===== config.mk =====
export PLATFORM = sky130hd
export DESIGN_NAME = register_file_2r1w
export DESIGN_NICKNAME = d
export VERILOG_FILES = /design/src/rtl/register_file_2r1w_pkg.sv /design/src/rtl/register_file_2r1w_read_port.sv /design/src/rtl/register_file_2r1w.sv
export SDC_FILE = /design/constraint.sdc
export NUM_CORES = 1
export LEC_CHECK = 0
export CAP_MARGIN = 20
export CORE_MARGIN = 3
export CORE_UTILIZATION = 30
export DETAILED_ROUTE_END_ITERATION = 6
export GPL_TIMING_DRIVEN = 1
export HOLD_SLACK_MARGIN = 0.02
export MAX_ROUTING_LAYER = met4
export PLACE_DENSITY = 0.55
export SLEW_MARGIN = 20
export SYNTH_ARGS = -nofsm -noshare
export SYNTH_HDL_FRONTEND = slang
export SYNTH_SLANG_ARGS = --single-unit
export TNS_END_PERCENT = 20

===== constraint.sdc =====
create_clock -name clk -period 4.9 [get_ports clk]
set_clock_uncertainty 0.15 [all_clocks]
set_input_delay 0.49 -clock clk [delete_from_list [all_inputs] [get_ports clk]]
set_output_delay 0.49 -clock clk [all_outputs]
set_load 0.02 [all_outputs]

===== src/rtl/register_file_2r1w_pkg.sv =====
// Shared defaults and helpers for the 2-read/1-write register file.
package register_file_2r1w_pkg;

    localparam int unsigned DEFAULT_N = 4;
    localparam int unsigned DEFAULT_W = 16;

    function automatic int unsigned depth_of(input int unsigned n);
        return 32'd1 << n;
    endfunction

endpackage


===== src/rtl/register_file_2r1w_read_port.sv =====
// One combinational read port: zero register, write bypass, then array lookup.
module register_file_2r1w_read_port
    import register_file_2r1w_pkg::*;
#(
    parameter int unsigned N = DEFAULT_N,
    parameter int unsigned W = DEFAULT_W
) (
    input  logic [N-1:0] addr,
    input  logic         we,
    input  logic [N-1:0] addr_rd,
    input  logic [W-1:0] data_in,
    input  logic [W-1:0] mem [depth_of(N)],
    output logic [W-1:0] data
);

    // NOTE: every path assigns data (default first), so no latch is inferred.
    always_comb begin
        data = '0;
        if (addr != '0) begin
            if (we && (addr == addr_rd)) begin
                data = data_in;
            end else begin
                data = mem[addr];
            end
        end
    end

endmodule


===== src/rtl/register_file_2r1w.sv =====
// 2^N x W register file with x0 hardwired to zero, two async reads, one sync write.
module register_file_2r1w
    import register_file_2r1w_pkg::*;
#(
    parameter int unsigned N = DEFAULT_N,
    parameter int unsigned W = DEFAULT_W
) (
    input  logic         clk,
    input  logic         rst,
    input  logic         we,
    input  logic [N-1:0] addr_rd,
    input  logic [N-1:0] addr_rs1,
    input  logic [N-1:0] addr_rs2,
    input  logic [W-1:0] data_in,
    output logic [W-1:0] rs1,
    output logic [W-1:0] rs2
);

    localparam int unsigned DEPTH = depth_of(N);

    logic [W-1:0] mem [DEPTH];

    // NOTE: the whole array is cleared on async reset, which rules out a RAM
    // macro; a register file this small lives in flops anyway.
    // NOTE: sequential state uses <= so all words update together at the edge.
    always_ff @(posedge clk or negedge rst) begin
        if (!rst) begin
            for (int i = 0; i < DEPTH; i++) begin
                mem[i] <= '0;
            end
        end else if (we && (addr_rd != '0)) begin
            mem[addr_rd] <= data_in;
        end
    end

    register_file_2r1w_read_port #(.N(N), .W(W)) u_port1 (
        .addr    (addr_rs1),
        .we      (we),
        .addr_rd (addr_rd),
        .data_in (data_in),
        .mem     (mem),
        .data    (rs1)
    );

    register_file_2r1w_read_port #(.N(N), .W(W)) u_port2 (
        .addr    (addr_rs2),
        .we      (we),
        .addr_rd (addr_rd),
        .data_in (data_in),
        .mem     (mem),
        .data    (rs2)
    );

endmodule


* After elaboration in Yosys (flattened, before gate mapping) *
Cells that the tools add are included.

word-level totals
  register bits = 256
  word-level logic and storage cells = 45

cells by class
  order comparisons = 4
  eq/ne operators = 2
  multiplexer cells = 13
  bitwise logic cells = 3
  reductions and logical operators = 7

operator list
  cell                number
  $bwmux 256          1
  $mux 16             9
  $bmux 16 s4         2
  $demux 16 s4        1
  $ge 5x5->1 const B  3
  $not 4->5           3
  $reduce_bool 4->1   3
  $eq 4x4->1          2
  $lt 5x1->1 const B  1
  $logic_and 1x1->1   4

* Logic depth before layout (Yosys ltp) *
Gate-level depths: netlist (run 1).

  word-level depth = 6
  mapped depth = 8

* Modules after synthesis *
A second synthesis (run 1) with hierarchy kept.

second synthesis, totals
  cells, all modules = 1046
  area total of the unflattened synthesis = 14088.5 µm²

modules (own cells, without submodules)
  module                        times used  cells each  area an instance (µm²)  sequential area each (µm²)
  register_file_2r1w            1           570         9484.1                  6406.1
  register_file_2r1w_read_port  2           238         2302.2                  0.0

* Least setup slack after synthesis (run 1) *
Ideal clock, no wire load.

  path kind = input port to output port
  start = input port addr_rs1[1]
  end = output port rs1[0]
  data arrival time = 2001 ps
  data required time = 4260 ps
  setup slack = 2259 ps
  stages on the path = 8
  cells stage by stage = buf_4 buf_4 buf_2 or2_1 clkbuf_1 clkbuf_1 o31ai_1 a21oi_1

between the ends
  longest elaborated chain between the ends = 6

RTL lines
  element                                      line                                source
  start: declaration                           register_file_2r1w.sv:12            input logic [N-1:0] addr_rs1,
  $not 4->5 (implied by the code)              register_file_2r1w_read_port.sv:23  data = mem[addr];
  $bmux 16 s4                                  register_file_2r1w_read_port.sv:23
  $mux 16 (implied by the code) (2 in series)  register_file_2r1w_read_port.sv:23
  $mux 16                                      register_file_2r1w_read_port.sv:20  if (we && (addr == addr_rd)) begin
  $mux 16 (*)                                  register_file_2r1w_read_port.sv:19  if (addr != '0) begin
  end: declaration                             register_file_2r1w.sv:15            output logic [W-1:0] rs1,

Mark *: on every way between the ends. The rest lies on a longest branch, timed or not. The select of a mux whose other input is x is not followed.

* Worst setup path in the final report (run 1) *
  start = input port addr_rs1[2]
  end = output port rs1[7]

Same word-level chain as after synthesis.

==> impl_metrics.json, run 1 <==
{
  "critPathCaptureType": "output pin",
  "synth_seq_cells": 256,
  "yosysTopAreaCell": "dfrtp_1",
  "routed_wl_microns": 42800,
  "multiInputGateArea_sq_mm": 0.00721,
  "ys_warn_count": 0,
  "synth_edf_count": 0,
  "largest-register": "mem",
  "fp.dieArea_sq_mm": 0.0499,
  "drc": 0,
  "cts.sinks": 256,
  "clock_path_buffers": 3,
  "antenna_found_initial": 1,
  "pin_count": 63,
  "track_usage": 0.175,
  "yosysUniqueCellTypes": 29,
  "leakagePower_nw": 6.83,
  "start_kind": "input pin",
  "grt_max_degree": 111,
  "htree_num_levels": 1,
  "hold_violations": 0,
  "final_max_slew_viol_count": 0,
  "layout-drive-gt1-share": 0.225,
  "nFillCells": 4596,
  "cts_root_buf": "clkbuf_16",
  "synth_area_leaders": "dfrtp_1, mux2_1, mux2i_1",
  "clock_latency_ps": 550,
  "gp_congestion": 0.847,
  "top_usage_layer": "met2",
  "syn_inst": 1042,
  "cellPowerDensity_mw_per_mm2": 404,
  "max-vdd-ir-drop_v": 0.000220,
  "vias": 9344,
  "dp_hpwl_microns": 28200,
  "syn-mean-instance-area_sq_um": 13.6,
  "required_ps": 4260,
  "area_delta_synth_final_pct": 14.6,
  "core_sq_mm": 0.0467,
  "worstPathCellList": "clkdlybuf4s50_1 -> nand3b_1 -> buf_4 -> o22ai_1 -> a211oi_1 -> a21oi_1 -> clkdlybuf4s50_1",
  "synth_most_common_cell": "dfrtp_1",
  "overflow": 0,
  "max_stage_delay_ps": 930,
  "seq_area_frac_synth": 0.452,
  "finalNetCount": 1098,
  "synth_nets": 1073,
  "critical_path.most_common_cell": "clkdlybuf4s50_1",
  "cts_tree": "yes",
  "maxCapViolCount": 0,
  "fmaxAchievable_ghz": 0.234,
  "cts_made_buffers": 29,
  "cp.arrival_ps": 3640,
  "netlist_area_sq_mm": 0.0142,
  "crit_fanout": 10,
  "min_period_ps": 4280,
  "whs_ps": 252,
  "seqCellArea_sq_mm": 0.00641,
  "synth_commonest_cells": "dfrtp_1, mux2_1, mux2i_1",
  "hold_path.class": "reg2reg",
  "initial_utilization": 0.304,
  "ant_nets": 0,
  "fp.dieW_microns": 223,
  "grt_pass1_wl_microns": 65000,
  "grtUsageMet1": 0.226,
  "cts_setup_buffers": 0,
  "cpMaxStageDelayCell": "clkdlybuf4s50_1",
  "async_reset_ff_frac": 1.00,
  "tightest_slew_ps": 1010,
  "finalSetupViolCount": 0,
  "first_global_vias": 9813,
  "wire_per_inst_microns": 25.2,
  "drtIter0Drc": 713,
  "synth-main-ff-cell": "dfrtp_1",
  "cts.clk_slew.worst_paths_ps": 60,
  "finalCritPeriodShare": 0.873,
  "fp-row-count": 79,
  "grtUsageMet2": 0.292,
  "routed_via_density": 5.51,
  "setup_tns_ps": 0,
  "slew_headroom": 0.324,
  "dr.pass1.iters": 5,
  "rsz0062_at_grt": "false",
  "top_regs": "mem x256",
  "synth_top_area_share": 0.452,
  "largest_register_ffs": 256,
  "die_h_microns": 223,
  "criticalPathCategory": "in2out",
  "met3_usage": 0.0151,
  "io_buffers": 62,
  "status": "finished, final reports clean"
}
[placed cells by master (no fill, tap or decap), types with 5 or more instances in the layout]
| master | Yosys | routed |
|---|---|---|
| a211oi_1 | 31 | 31 |
| a21oi_1 | 31 | 31 |
| buf_4 | 4 | 51 |
| clkbuf_1 | 61 | 11 |
| clkbuf_16 | 0 | 29 |
| clkdlybuf4s50_1 | 0 | 56 |
| clkinv_2 | 0 | 6 |
| dfrtp_1 | 256 | 256 |
| mux2_1 | 183 | 183 |
| mux2_2 | 89 | 89 |
| mux2i_1 | 126 | 126 |
| mux4_1 | 14 | 14 |
| mux4_2 | 52 | 52 |
| nand3b_1 | 5 | 5 |
| nor2_2 | 0 | 8 |
| o22ai_1 | 63 | 63 |
| o31ai_1 | 31 | 31 |
| or3_1 | 5 | 5 |
| xnor2_1 | 8 | 8 |
[layout make-up]
| class | count | area share |
|---|---|---|
| Sequential cell | 256 | 0.394 |
| Timing Repair Buffer | 112 | 0.0624 |
| Multi-Input combinational cell | 668 | 0.443 |
| Clock buffer | 44 | 0.0506 |
| Clock inverter | 7 | 0.00239 |
| Tap cell | 607 | 0.0467 |
| Antenna cell | 1 | 0.000154 |
[kinds of logic (layout without fill, tap and decap cells)]
kind of cell	count (synthesis)	count (layout)	share of synthesized area
compound gates	157	157	0.0719
simple gates	39	39	0.0159
flops	256	256	0.452
buf+inv	118	163	0.0423
mux	464	464	0.413
other cells	0	1	0
xor+xnor	8	8	0.00494
[per-stage QoR]
step	instances	total power, mW	setup slack (ps)	util	area [sq um]
floorplan	1042	3.96	2260	-	14200
global placement	1642	4.55	754	0.330	15400
detailed placement	1642	4.58	683	0.330	15400
CTS	1694	6.64	683	0.348	16200
global route	1695	6.88	568	0.348	16200
finish	1695	6.56	622	0.348	16200
[report_power, final]
group	internal [mW]	switching, mW
combinational	0.888	0.752
clock	1.15	0.867
sequential	2.58	0.331
total	4.61	1.95
[worst paths after layout]
kind	start	to	slack [ps]	depth (start not counted)
max reg2reg	mem[192]	mem[192]	3920	1
max	addr_rs1[2]	rs1[7]	620	7
max in group asynchronous	rst	mem[218]	2880	3
min	mem[240]	mem[240]	250	0
min in group asynchronous	rst	mem[33]	440	2
min reg2reg	mem[240]	mem[240]	250	0
[critical path: cells and delay by family]
family                 cells  cell delay [ps]
buffers and inverters      3             1970
and+or+nand+nor            1              550
AOI/OAI and AO/OA          3              600
[metal layers]
metal / up-vias / wire length [microns]
li1: 4065 / -
met1: 4954 / 18500
met2: 252 / 21200
met3: 73 / 1740
met4: 0 / 1430
met5: - / 0
[repair_timing]
action | 4_1_cts | 5_1_grt
hold buffers | 1 | 0
resized for setup | 0 | 0
endpoints found under the hold margin | 108 | 0
Power figures use the tool's default switching activity.
==> inputs of run 2 (changes only) <==
--- a/config.mk
+++ b/config.mk
@@ -6,13 +6,13 @@
 export NUM_CORES = 1
 export LEC_CHECK = 0
 export CAP_MARGIN = 20
-export CORE_MARGIN = 3
-export CORE_UTILIZATION = 30
+export CORE_MARGIN = 1.5
+export CORE_UTILIZATION = 61
 export DETAILED_ROUTE_END_ITERATION = 6
 export GPL_TIMING_DRIVEN = 1
 export HOLD_SLACK_MARGIN = 0.02
 export MAX_ROUTING_LAYER = met4
-export PLACE_DENSITY = 0.55
+export PLACE_DENSITY = 0.9
 export SLEW_MARGIN = 20
 export SYNTH_ARGS = -nofsm -noshare
 export SYNTH_HDL_FRONTEND = slang
==> run 2 against run 1 <==
Net effect: fmax shrank 1.6%; total power grew 3.2%; global-route usage grew 16 points; critical path type unchanged; core utilization grew 35 points.
==> impl_metrics.json, run 2 (synthesis gave the netlist of run 1 again) <==
{
  "status": "finished, final reports clean",
  "cellPowerDensity_mw_per_mm2": 427,
  "htree_num_levels": 1,
  "fp.dieW_microns": 155,
  "max_stage_delay_ps": 760,
  "initial_utilization": 0.625,
  "antenna_found_initial": 0,
  "crit_fanout": 16,
  "drc": 0,
  "hold_path.class": "reg2reg",
  "cts.sinks": 256,
  "cpMaxStageDelayCell": "clkdlybuf4s50_1",
  "routed_via_density": 7.29,
  "criticalPathCategory": "in2out",
  "pin_count": 63,
  "rsz0062_at_grt": "false",
  "top_regs": "mem x256",
  "overflow": 0,
  "multiInputGateArea_sq_mm": 0.00721,
  "fp-row-count": 55,
  "core_sq_mm": 0.0227,
  "die_h_microns": 155,
  "finalNetCount": 1084,
  "finalSetupViolCount": 0,
  "critical_path.most_common_cell": "clkdlybuf4s50_1",
  "whs_ps": 255,
  "worstPathCellList": "clkdlybuf4s50_1 -> or3b_1 -> o22ai_1 -> a211oi_1 -> a21oi_1 -> clkdlybuf4s50_1",
  "cp.arrival_ps": 3710,
  "cpLargestDelayFamily": "buffers and inverters",
  "leakagePower_nw": 6.82,
  "gp_congestion": 0.963,
  "nFillCells": 1453,
  "hold_violations": 0,
  "setup_tns_ps": 0,
  "design_area_sq_mm": 0.0159,
  "fmaxAchievable_ghz": 0.230,
  "crit_buf_inv": 2,
  "dpl_cell_area_sq_mm": 0.0149,
  "first_global_vias": 10300,
  "grt_pass1_wl_microns": 60400,
  "io_buffers": 62,
  "layout_commonest_cell": "dfrtp_1",
  "fin_ws_ps": 551,
  "power_mw": 6.78,
  "cts_made_buffers": 27,
  "critPathCaptureType": "output pin",
  "fp.dieArea_sq_mm": 0.0242,
  "wire_per_inst_microns": 28.7,
  "routed_wl_microns": 39000,
  "tightest_slew_ps": 1180,
  "layout.cells.non_filler": 1358,
  "num_antenna_cells": 0,
  "vias": 9906,
  "hold_buffers": 1,
  "maxCapViolCount": 0,
  "largest-register": "mem",
  "cts_tree": "yes",
  "max-vdd-ir-drop_v": 0.000346,
  "seqCellArea_sq_mm": 0.00641,
  "start_kind": "input pin",
  "finalCritPeriodShare": 0.888,
  "clock_latency_ps": 540,
  "cts_resized": 0,
  "top_usage_layer": "met2",
  "grtUsageMet2": 0.536,
  "min_period_ps": 4350,
  "dp_hpwl_microns": 24800,
  "required_ps": 4260,
  "dp_slack_ps": 775,
  "layout-drive-gt1-share": 0.223,
  "grt_max_degree": 123,
  "cts_root_buf": "clkbuf_16",
  "area_delta_synth_final_pct": 11.8,
  "track_usage": 0.339,
  "met3_usage": 0.0549,
  "drtIter0Drc": 1108,
  "final_max_slew_viol_count": 0,
  "fin_util": 0.698,
  "grtUsageMet1": 0.419,
  "clock_path_buffers": 3,
  "largest_register_ffs": 256,
  "slew_headroom": 0.211,
  "ant_nets": 0,
  "placed_cells": 1306,
  "dr.pass1.iters": 5,
  "cts_setup_buffers": 0,
  "final_cell_mix": "dfrtp_1, mux2_1, mux2i_1",
  "cts.clk_slew.worst_paths_ps": 60
}
## run 2: path summary, 6_finish.rpt
kind | from | to | slack, ps | cells after the start
worst max-delay path | addr_rs2[3] | rs2[15] | 550 | 6
worst min-delay path | mem[248] | mem[248] | 260 | 0
worst max register to register | mem[149] | mem[149] | 3830 | 1
worst min register to register | mem[248] | mem[248] | 260 | 0
max in group asynchronous | rst | mem[106] | 3020 | 3
min in group asynchronous | rst | mem[80] | 460 | 2
## run 2: layout make-up
type	instances	share of cell area
sequential	256	0.404
clock inverter	12	0.0105
tap	285	0.0225
clock buffer	37	0.0494
multi-input combinational	668	0.455
timing repair buffer	100	0.0588
## run 2: metal layers
metal  share of wire  vias to the layer above  wire length, microns
met5               0                        -                     0
met2            0.49                      595                 19000
met3           0.081                      187                  3180
li1                -                     4032                     -
met4           0.059                        0                  2300
met1            0.37                     5092                 14600
## run 2: power breakdown
part           leakage, nW  switching, mW  internal, mW  total [mW]
registers             3.17          0.360          2.58        2.94
clock network        0.471          0.862          1.32        2.19
logic                 3.19          0.762         0.887        1.65
total                 6.82           1.98          4.79        6.78
==> inputs of run 3 (changes only) <==
==> constraint.sdc (replaced) <==
create_clock -name clk -period 5.3 [get_ports clk]
set_clock_uncertainty 0.15 [all_clocks]
set_input_delay 0.795 -clock clk [delete_from_list [all_inputs] [get_ports clk]]
set_output_delay 0.795 -clock clk [all_outputs]
set_load 0.02 [all_outputs]
==> run 3 against run 2 <==
Net effect: sequential cell count stayed put; largest cell class unchanged; total power fell by 8.8%; critical path depth stayed put; design area fell by 0.35%; die area did not move; combinational power is 8% lower; clock-buffer cell count increased by 1; critical path type unchanged; worst hold slack got worse by 47 ps; register-to-register slack improved by 430 ps; wire length shrank 0.84%; core utilization is 0.24 points lower; worst setup slack worse by 360 ps.
==> impl_metrics.json, run 3 (synthesis gave the netlist of run 1 again) <==
{
  "gp_congestion": 0.929,
  "finalCritPeriodShare": 0.963,
  "drtIter0Drc": 962,
  "largest-register": "mem",
  "cts_setup_buffers": 0,
  "maxCapViolCount": 0,
  "tightest_slew_ps": 1210,
  "power_mw": 6.18,
  "grt_pass1_wl_microns": 60900,
  "core_sq_mm": 0.0227,
  "fp-row-count": 55,
  "min_period_ps": 5110,
  "start_kind": "input pin",
  "vias": 9702,
  "nFillCells": 1487,
  "io_buffers": 62,
  "whs_ps": 208,
  "cts.sinks": 256,
  "layout-drive-gt1-share": 0.219,
  "area_delta_synth_final_pct": 11.4,
  "htree_num_levels": 1,
  "required_ps": 4360,
  "slew_headroom": 0.194,
  "drc": 0,
  "overflow": 0,
  "max-vdd-ir-drop_v": 0.000366,
  "largest_register_ffs": 256,
  "finalSetupViolCount": 0,
  "fin_util": 0.696,
  "wire_per_inst_microns": 28.6,
  "fin_ws_ps": 194,
  "cp.arrival_ps": 4160,
  "hold_violations": 0,
  "antenna_found_initial": 0,
  "first_global_vias": 10300,
  "fp.dieArea_sq_mm": 0.0242,
  "top_regs": "mem x256",
  "cts_tree": "yes",
  "grt_max_degree": 133,
  "hold_buffers": 0,
  "final_cell_mix": "dfrtp_1, mux2_1, mux2i_1",
  "clock_path_buffers": 3,
  "num_antenna_cells": 0,
  "status": "finished, final reports clean",
  "critPathCaptureType": "output pin",
  "cellPowerDensity_mw_per_mm2": 391,
  "final_max_slew_viol_count": 0,
  "routed_wl_microns": 38700,
  "cts_root_buf": "clkbuf_16",
  "cts_made_buffers": 27,
  "hold_path.class": "in2async",
  "layout_commonest_cell": "dfrtp_1",
  "r2r_cells": 1,
  "finalNetCount": 1081,
  "dp_hpwl_microns": 24200,
  "fp.dieW_microns": 155,
  "cts_resized": 0,
  "r2r_slack_ps": 4260,
  "cts.clk_slew.worst_paths_ps": 60,
  "dr.pass1.iters": 6,
  "ant_nets": 0,
  "fmaxAchievable_ghz": 0.196,
  "pin_count": 63,
  "dp_slack_ps": 515,
  "initial_utilization": 0.625,
  "clock_latency_ps": 530,
  "die_h_microns": 155,
  "routed_via_density": 7.17,
  "track_usage": 0.343,
  "leakagePower_nw": 6.79,
  "criticalPathCategory": "in2out",
  "rsz0062_at_grt": "false",
  "setup_tns_ps": 0,
  "crit_fanout": 15
}
## run 3: changes by cell type in the layout (fill, tap and decap cells not counted), sizes merged
cell         previous run  this run
buf                    43        41
bufinv                  4         3
clkbuf                 37        38
clkinv                  6         3
clkinvlp                1         2
dlygate4sd3             1         0
inv                     1         2
## run 3: per-layer routing
metal | track usage | vias up | routed length [microns]
met5 | - | - | 0
met4 | 0.192 | 0 | 2350
met3 | 0.0652 | 178 | 3280
met2 | 0.535 | 511 | 18500
met1 | 0.424 | 4990 | 14500
li1 | - | 4023 | -
## run 3: critical path, stage by stage
cell and delay, ps:
clkdlybuf4s50_1 960, nand3b_1 830, o22ai_1 370, a211oi_1 100
a21oi_1 410, clkdlybuf4s50_1 690
## run 3: path summary, 6_finish.rpt
check / to / start
min in group clk: mem[243] / mem[243]
max in group asynchronous: mem[139] / rst
worst max-delay path: rs1[9] / addr_rs1[2]
worst min-delay path: mem[17] / rst
worst max register to register: mem[14] / mem[14]
worst min register to register: mem[243] / mem[243]
## run 3: layout make-up
cell class / instances / area, sq um / area share
Clock buffer: 38 / 767 / 0.0485
Clock inverter: 10 / 138 / 0.00871
Multi-Input combinational cell: 668 / 7210 / 0.456
Sequential cell: 256 / 6410 / 0.405
Tap cell: 285 / 357 / 0.0226
Timing Repair Buffer: 97 / 925 / 0.0585
## run 3: report_power, final
| part | switching [mW] | internal [mW] | leakage, nW |
|---|---|---|---|
| clock | 0.788 | 1.15 | 0.439 |
| combinational | 0.700 | 0.820 | 3.18 |
| sequential | 0.334 | 2.38 | 3.17 |
| total | 1.82 | 4.36 | 6.79 |
## run 3: metrics by stage
stage                     std cells  cell area, sq um
after floorplan                1042             14200
after global placement         1305             14900
after detailed placement       1305             14900
after CTS                      1353             15800
after global routing           1354             15800
final                          1354             15800
==> edit 1, RTL diff (settings of run 1) <==
Reset style: synchronous (`rst`), changed in one clocked block. Comments in the files are not updated.
--- a/src/rtl/register_file_2r1w.sv
+++ b/src/rtl/register_file_2r1w.sv
@@ -23,7 +23,7 @@
     // NOTE: the whole array is cleared on async reset, which rules out a RAM
     // macro; a register file this small lives in flops anyway.
     // NOTE: sequential state uses <= so all words update together at the edge.
-    always_ff @(posedge clk or negedge rst) begin
+    always_ff @(posedge clk) begin
         if (!rst) begin
             for (int i = 0; i < DEPTH; i++) begin
                 mem[i] <= '0;
Behaviour: not the same (Yosys sat finds a counterexample within 4 cycles, from zero or initial values and one cycle with rst low; the reset may be asserted at any time).
==> edit 1 against run 1 <==
Setup slack gained 0.21 ns; wire length is 9.6% higher; design area fell by 1.3%; register-to-register slack better by 0.10 ns; non-clock buffer count fell by 18; sequential cell count is the same; fmax is 5.3% higher; area after synthesis fell by 0.23%; critical path type unchanged; highest routed layer unchanged.
Power is not compared: it rests on default switching activity, and its combinational part moved more than twofold at a synthesized area within 25%.
==> edit 1: results (changes against run 1) <==
- DP Worst Slack: 0.893 ns (+0.210 ns)
- Vias: 11.7k (+25%)
- Synth cell count leaders: nand2_1 (492), dfxtp_1 (256), a21boi_0 (158)
- Critical R2R Capture: mem[67]$_SDFFE_PN0P_
- Vias in the first global route: 11.7k (+19%)
- Sequential share of the synthesized area: 36.2% (-9.0 points)
- Worst hold path startpoint: mem[118]$_SDFFE_PN0P_
- Launch point of the worst reg-to-reg path: mem[67]$_SDFFE_PN0P_
- Initial antenna violation count: 1 (unchanged)
- First-pass GRT wire length: 72,300 microns (+11%)
- Critical path peak fanout: 15 (+5)
- First-pass detailed-route iteration total: 5 (unchanged)
- DRT iter0 DRCs: 881 (+24%)
- Worst r2r path cells: 2 (+1)
- Postcts setup bufs: 0 (unchanged)
- CP Data Arrival Time: 3.42 ns (-0.22 ns)
- Library cells used by synthesis: 32 (+10%)
- Max incr delay on CP: 0.76 ns (-0.17 ns)
- GR Util All Layers: 19.0% (+1.5 points)
- IO buf count: 62 (unchanged)
- Async SR Flop Fraction: 0% (-100 points)
- Via-per-instance ratio: 5.33 (-3.3%)
- Syn Inst Count: 1,604 (+54%)
- Met3 usage: 2.66% (+1.1 points)
- Top FF cell, synth: dfxtp_1
- Largest cells by area after synthesis: dfxtp_1 (36%), nand2_1 (13%), mux2i_1 (8.9%), a21boi_0 (8.4%), mux4_2 (7.8%)
- Placed wire-length estimate: 30,500 microns (+8.2%)
- Inst Count DP: 2,134 (+30%)
- Crit path max-delay cell type: or3b_1
- Share of cells above drive strength 1: 11.5% (-11 points)
- Clock Latency Late Sink: 0.54 ns
- GR Layer Usage met2: 31.7% (+2.6 points)
- Status: complete, no violations
- Met1 global-route usage: 23.6% (+1.0 points)
- Drt wl/cell: 21.5 microns (-15%)
- Worst R2R Setup Slack: 4.02 ns (+0.10 ns)
- Hold Crit Endpoint: mem[118]$_SDFFE_PN0P_
- Slew of the pin with the lowest slew margin: 1.11 ns (+0.0941 ns)
- Worst hold path depth: 2 (+2)
- Largest net degree at the start of global routing: 160 (+44%)
- Hold_ws: 0.316 ns (+0.0637 ns)
- Post-DP Area: 15,100 sq um (-2.0%)
- Final GP Congestion: 0.864 (+2.0%)
edit 1: cell count changes after synthesis, sizes merged, moves of 4 or more:
cell,run 1,this run
nand2,4,492
dfrtp,256,0
dfxtp,0,256
a21boi,0,240
mux2,272,32
clkbuf,61,122
and2,0,16
buf,56,41
nand3,3,7
edit 1: final cells by class:
cell class	instances	area (sq um)
multi-input cells	1185	8350
clock buffers	41	881
diodes	1	2.50
repair buffers	94	848
flip-flops and latches	256	5120
fillers	4661	29900
clock inverters	10	77.6
well taps	600	751
edit 1: where the power goes:
part           total [W]  switching, W  internal [W]
clock            0.00219      0.000896       0.00129
combinational   0.000476      0.000296      0.000180
sequential       0.00212     0.0000182       0.00211
total            0.00479       0.00121       0.00358
edit 1: how the worst max path moves through the flow:
stage / from / to / slack, ns / depth (start not counted)
finish: addr_rs2[3] / rs2[14] / 0.84 / 6
global route: addr_rs1[3] / rs1[14] / 0.80 / 7
CTS: addr_rs2[3] / rs2[14] / 0.89 / 6
detailed placement: addr_rs2[3] / rs2[14] / 0.89 / 6
global placement: addr_rs2[3] / rs2[14] / 0.92 / 6
floorplan: addr_rs1[2] / rs1[0] / 2.26 / 6
edit 1: cells by family after synthesis:
logic type / share of synthesized area, %
multiplexers: 22.4
XOR/XNOR: 0.495
buffers and inverters: 5.12
AND/OR/NAND/NOR: 15.8
flip-flops: 36.2
AO/OA/AOI/OAI: 19.9
edit 1: per-layer routing:
| metal | part of all wire, % | up-vias |
|---|---|---|
| met4 | 3.6 | 0 |
| li1 | - | 5555 |
| met5 | 0 | - |
| met2 | 48 | 320 |
| met1 | 43 | 5694 |
| met3 | 5.1 | 89 |
edit 1: per-stage QoR:
stage          util, %  total power, W
2_1_floorplan        -         0.00248
3_3_place_gp      32.8         0.00264
3_5_place_dp      32.8         0.00264
4_1_cts           34.9         0.00482
5_1_grt           34.9         0.00493
6_report          34.9         0.00479
edit 1: worst max-delay path: cells and delay by family:
family,cells,cell delay [ns]
AND/OR/NAND/NOR,1,0.76
buffers and inverters,2,1.33
AO/OA/AOI/OAI,3,0.83
==> edit 2, RTL diff (settings of run 1) <==
Without the edit above. The package constant `DEFAULT_W` goes from 16 to 32.
--- a/src/rtl/register_file_2r1w_pkg.sv
+++ b/src/rtl/register_file_2r1w_pkg.sv
@@ -2,7 +2,7 @@
 package register_file_2r1w_pkg;
 
     localparam int unsigned DEFAULT_N = 4;
-    localparam int unsigned DEFAULT_W = 16;
+    localparam int unsigned DEFAULT_W = 32;
 
     function automatic int unsigned depth_of(input int unsigned n);
         return 32'd1 << n;
Ports: changed (resized data_in, rs1 and rs2); port bits go from 63 to 111. No check against the original RTL was run, so the function may have changed too.
==> edit 2 against run 1 <==
Via count increased by 80%; setup slack gained 0.024 ns; area after synthesis rose by 100%; largest power group unchanged; largest cell class unchanged; wire length grew 99%; power rose by 110%; design area increased by 100%; critical endpoint is now rs2[20]; count of clock-buffer cells in the layout up 41; highest routed layer unchanged; sequential cell count rose by 256.
==> edit 2: results (changes against run 1) <==
- Largest cells by area after synthesis: dfrtp_1 (45%), mux2_2 (20%), mux4_2 (13%), mux4_1 (8.6%), mux2i_1 (5.6%)
- Initial antenna violation count: 2 (+1)
- Met3 WL: 4200 microns (+140%)
- Launch point of the worst reg-to-reg path: mem[118]$_DFFE_PN0P_
- Max incr delay on CP: 0.82 ns (-0.11 ns)
- First-pass GRT wire length: 128,000 microns (+97%)
- Syn Inst Count: 1,793 (+72%)
- F_max: 0.235 GHz (+0.55%)
- Met1 global-route usage: 24.6% (+2.0 points)
- Critical Path Sink: rs2[20]
- Drt wl/cell: 27.5 microns (+8.9%)
- Vias in the first global route: 18.2k (+85%)
- First-pass detailed-route iteration total: 7 (+2)
- M1 WL: 38,600 microns (+110%)
- Largest net degree at the start of global routing: 122 (+9.9%)
- Met3 usage: 2.64% (+1.1 points)
- CP Data Arrival Time: 3.61 ns (-0.03 ns)
- Clock Latency Late Sink: 0.62 ns (+0.07 ns)
- GR Layer Usage met2: 28.2% (-0.92 points)
- CTS Root Buffer Type: clkbuf_16
- Total CTS buffers: 58 (+100%)
- Nets@finish: 1,846 (+68%)
- Worst setup startpoint: addr_rd[1]
- Hold Crit Endpoint: mem[504]$_DFFE_PN0P_
- DP Worst Slack: 0.669 ns (-0.0142 ns)
- Via-per-instance ratio: 5.44 (-1.3%)
- Sequential share of the synthesized area: 44.9% (-0.27 points)
- Share of cells above drive strength 1: 46.2% (+24 points)
- Status: complete, no violations
- Final GP Congestion: 0.768 (-9.3%)
- DRT iter0 DRCs: 1,257 (+76%)
- H-Tree Depth: 2 (+1)
- Placed wire-length estimate: 51,600 microns (+83%)
- Worst hold path startpoint: mem[504]$_DFFE_PN0P_
- Inst Count DP: 2,992 (+82%)
- Critical R2R Capture: mem[118]$_DFFE_PN0P_
- Library cells used by synthesis: 35 (+21%)
- IO buf count: 110 (+77%)
- Regs by FF count: mem (512)
- Critical path peak fanout: 20 (+10)
- GR Util All Layers: 17.9% (+0.37 points)
-- edit 2: cell types whose count changed in the layout (fill, tap and decap cells not counted), sizes merged, moves of 32 or more --
cell / delta
mux4: +190
mux2: +240
clkbuf: +43
o22ai: -63
clkdlybuf4s50: +45
a22o: +32
mux2i: +34
dfrtp: +256
-- edit 2: through the flow --
| step | hold slack, ns | area [sq um] |
|---|---|---|
| floorplan | 0.0444 | 28500 |
| global placement | 0.228 | 30600 |
| detailed placement | 0.232 | 30600 |
| CTS | 0.245 | 32500 |
| global route | 0.252 | 32500 |
| finish | 0.243 | 32500 |
-- edit 2: layout make-up --
class | count | area [sq um] | area share (%)
clock inverters | 15 | 198 | 0.607
repair buffers | 163 | 1640 | 5.04
diodes | 1 | 2.50 | 0.00769
clock buffers | 85 | 1710 | 5.27
flip-flops and latches | 512 | 12800 | 39.4
well taps | 1254 | 1570 | 4.82
multi-input cells | 1064 | 14600 | 44.9
-- edit 2: cells by family after synthesis --
family                    synth area share (%)
and+or+nand+nor                           1.15
buffers and inverters                     4.33
AOI/OAI and AO/OA                         2.17
muxes                                     47.2
DFF                                       44.9
xor gates and xnor gates                 0.215
-- edit 2: repair_timing --
action | CTS | global route
gates resized for setup | 0 | 0
hold buffers | 1 | 0
hold endpoints to repair | 79 | 0
endpoints found under the setup margin | 0 | 0
setup buffers | 0 | 0
-- edit 2: power by group --
part / switching (W) / internal [W]
Clock: 0.00179 / 0.00261
Sequential: 0.000675 / 0.00516
Combinational: 0.00145 / 0.00210
Total: 0.00391 / 0.00987
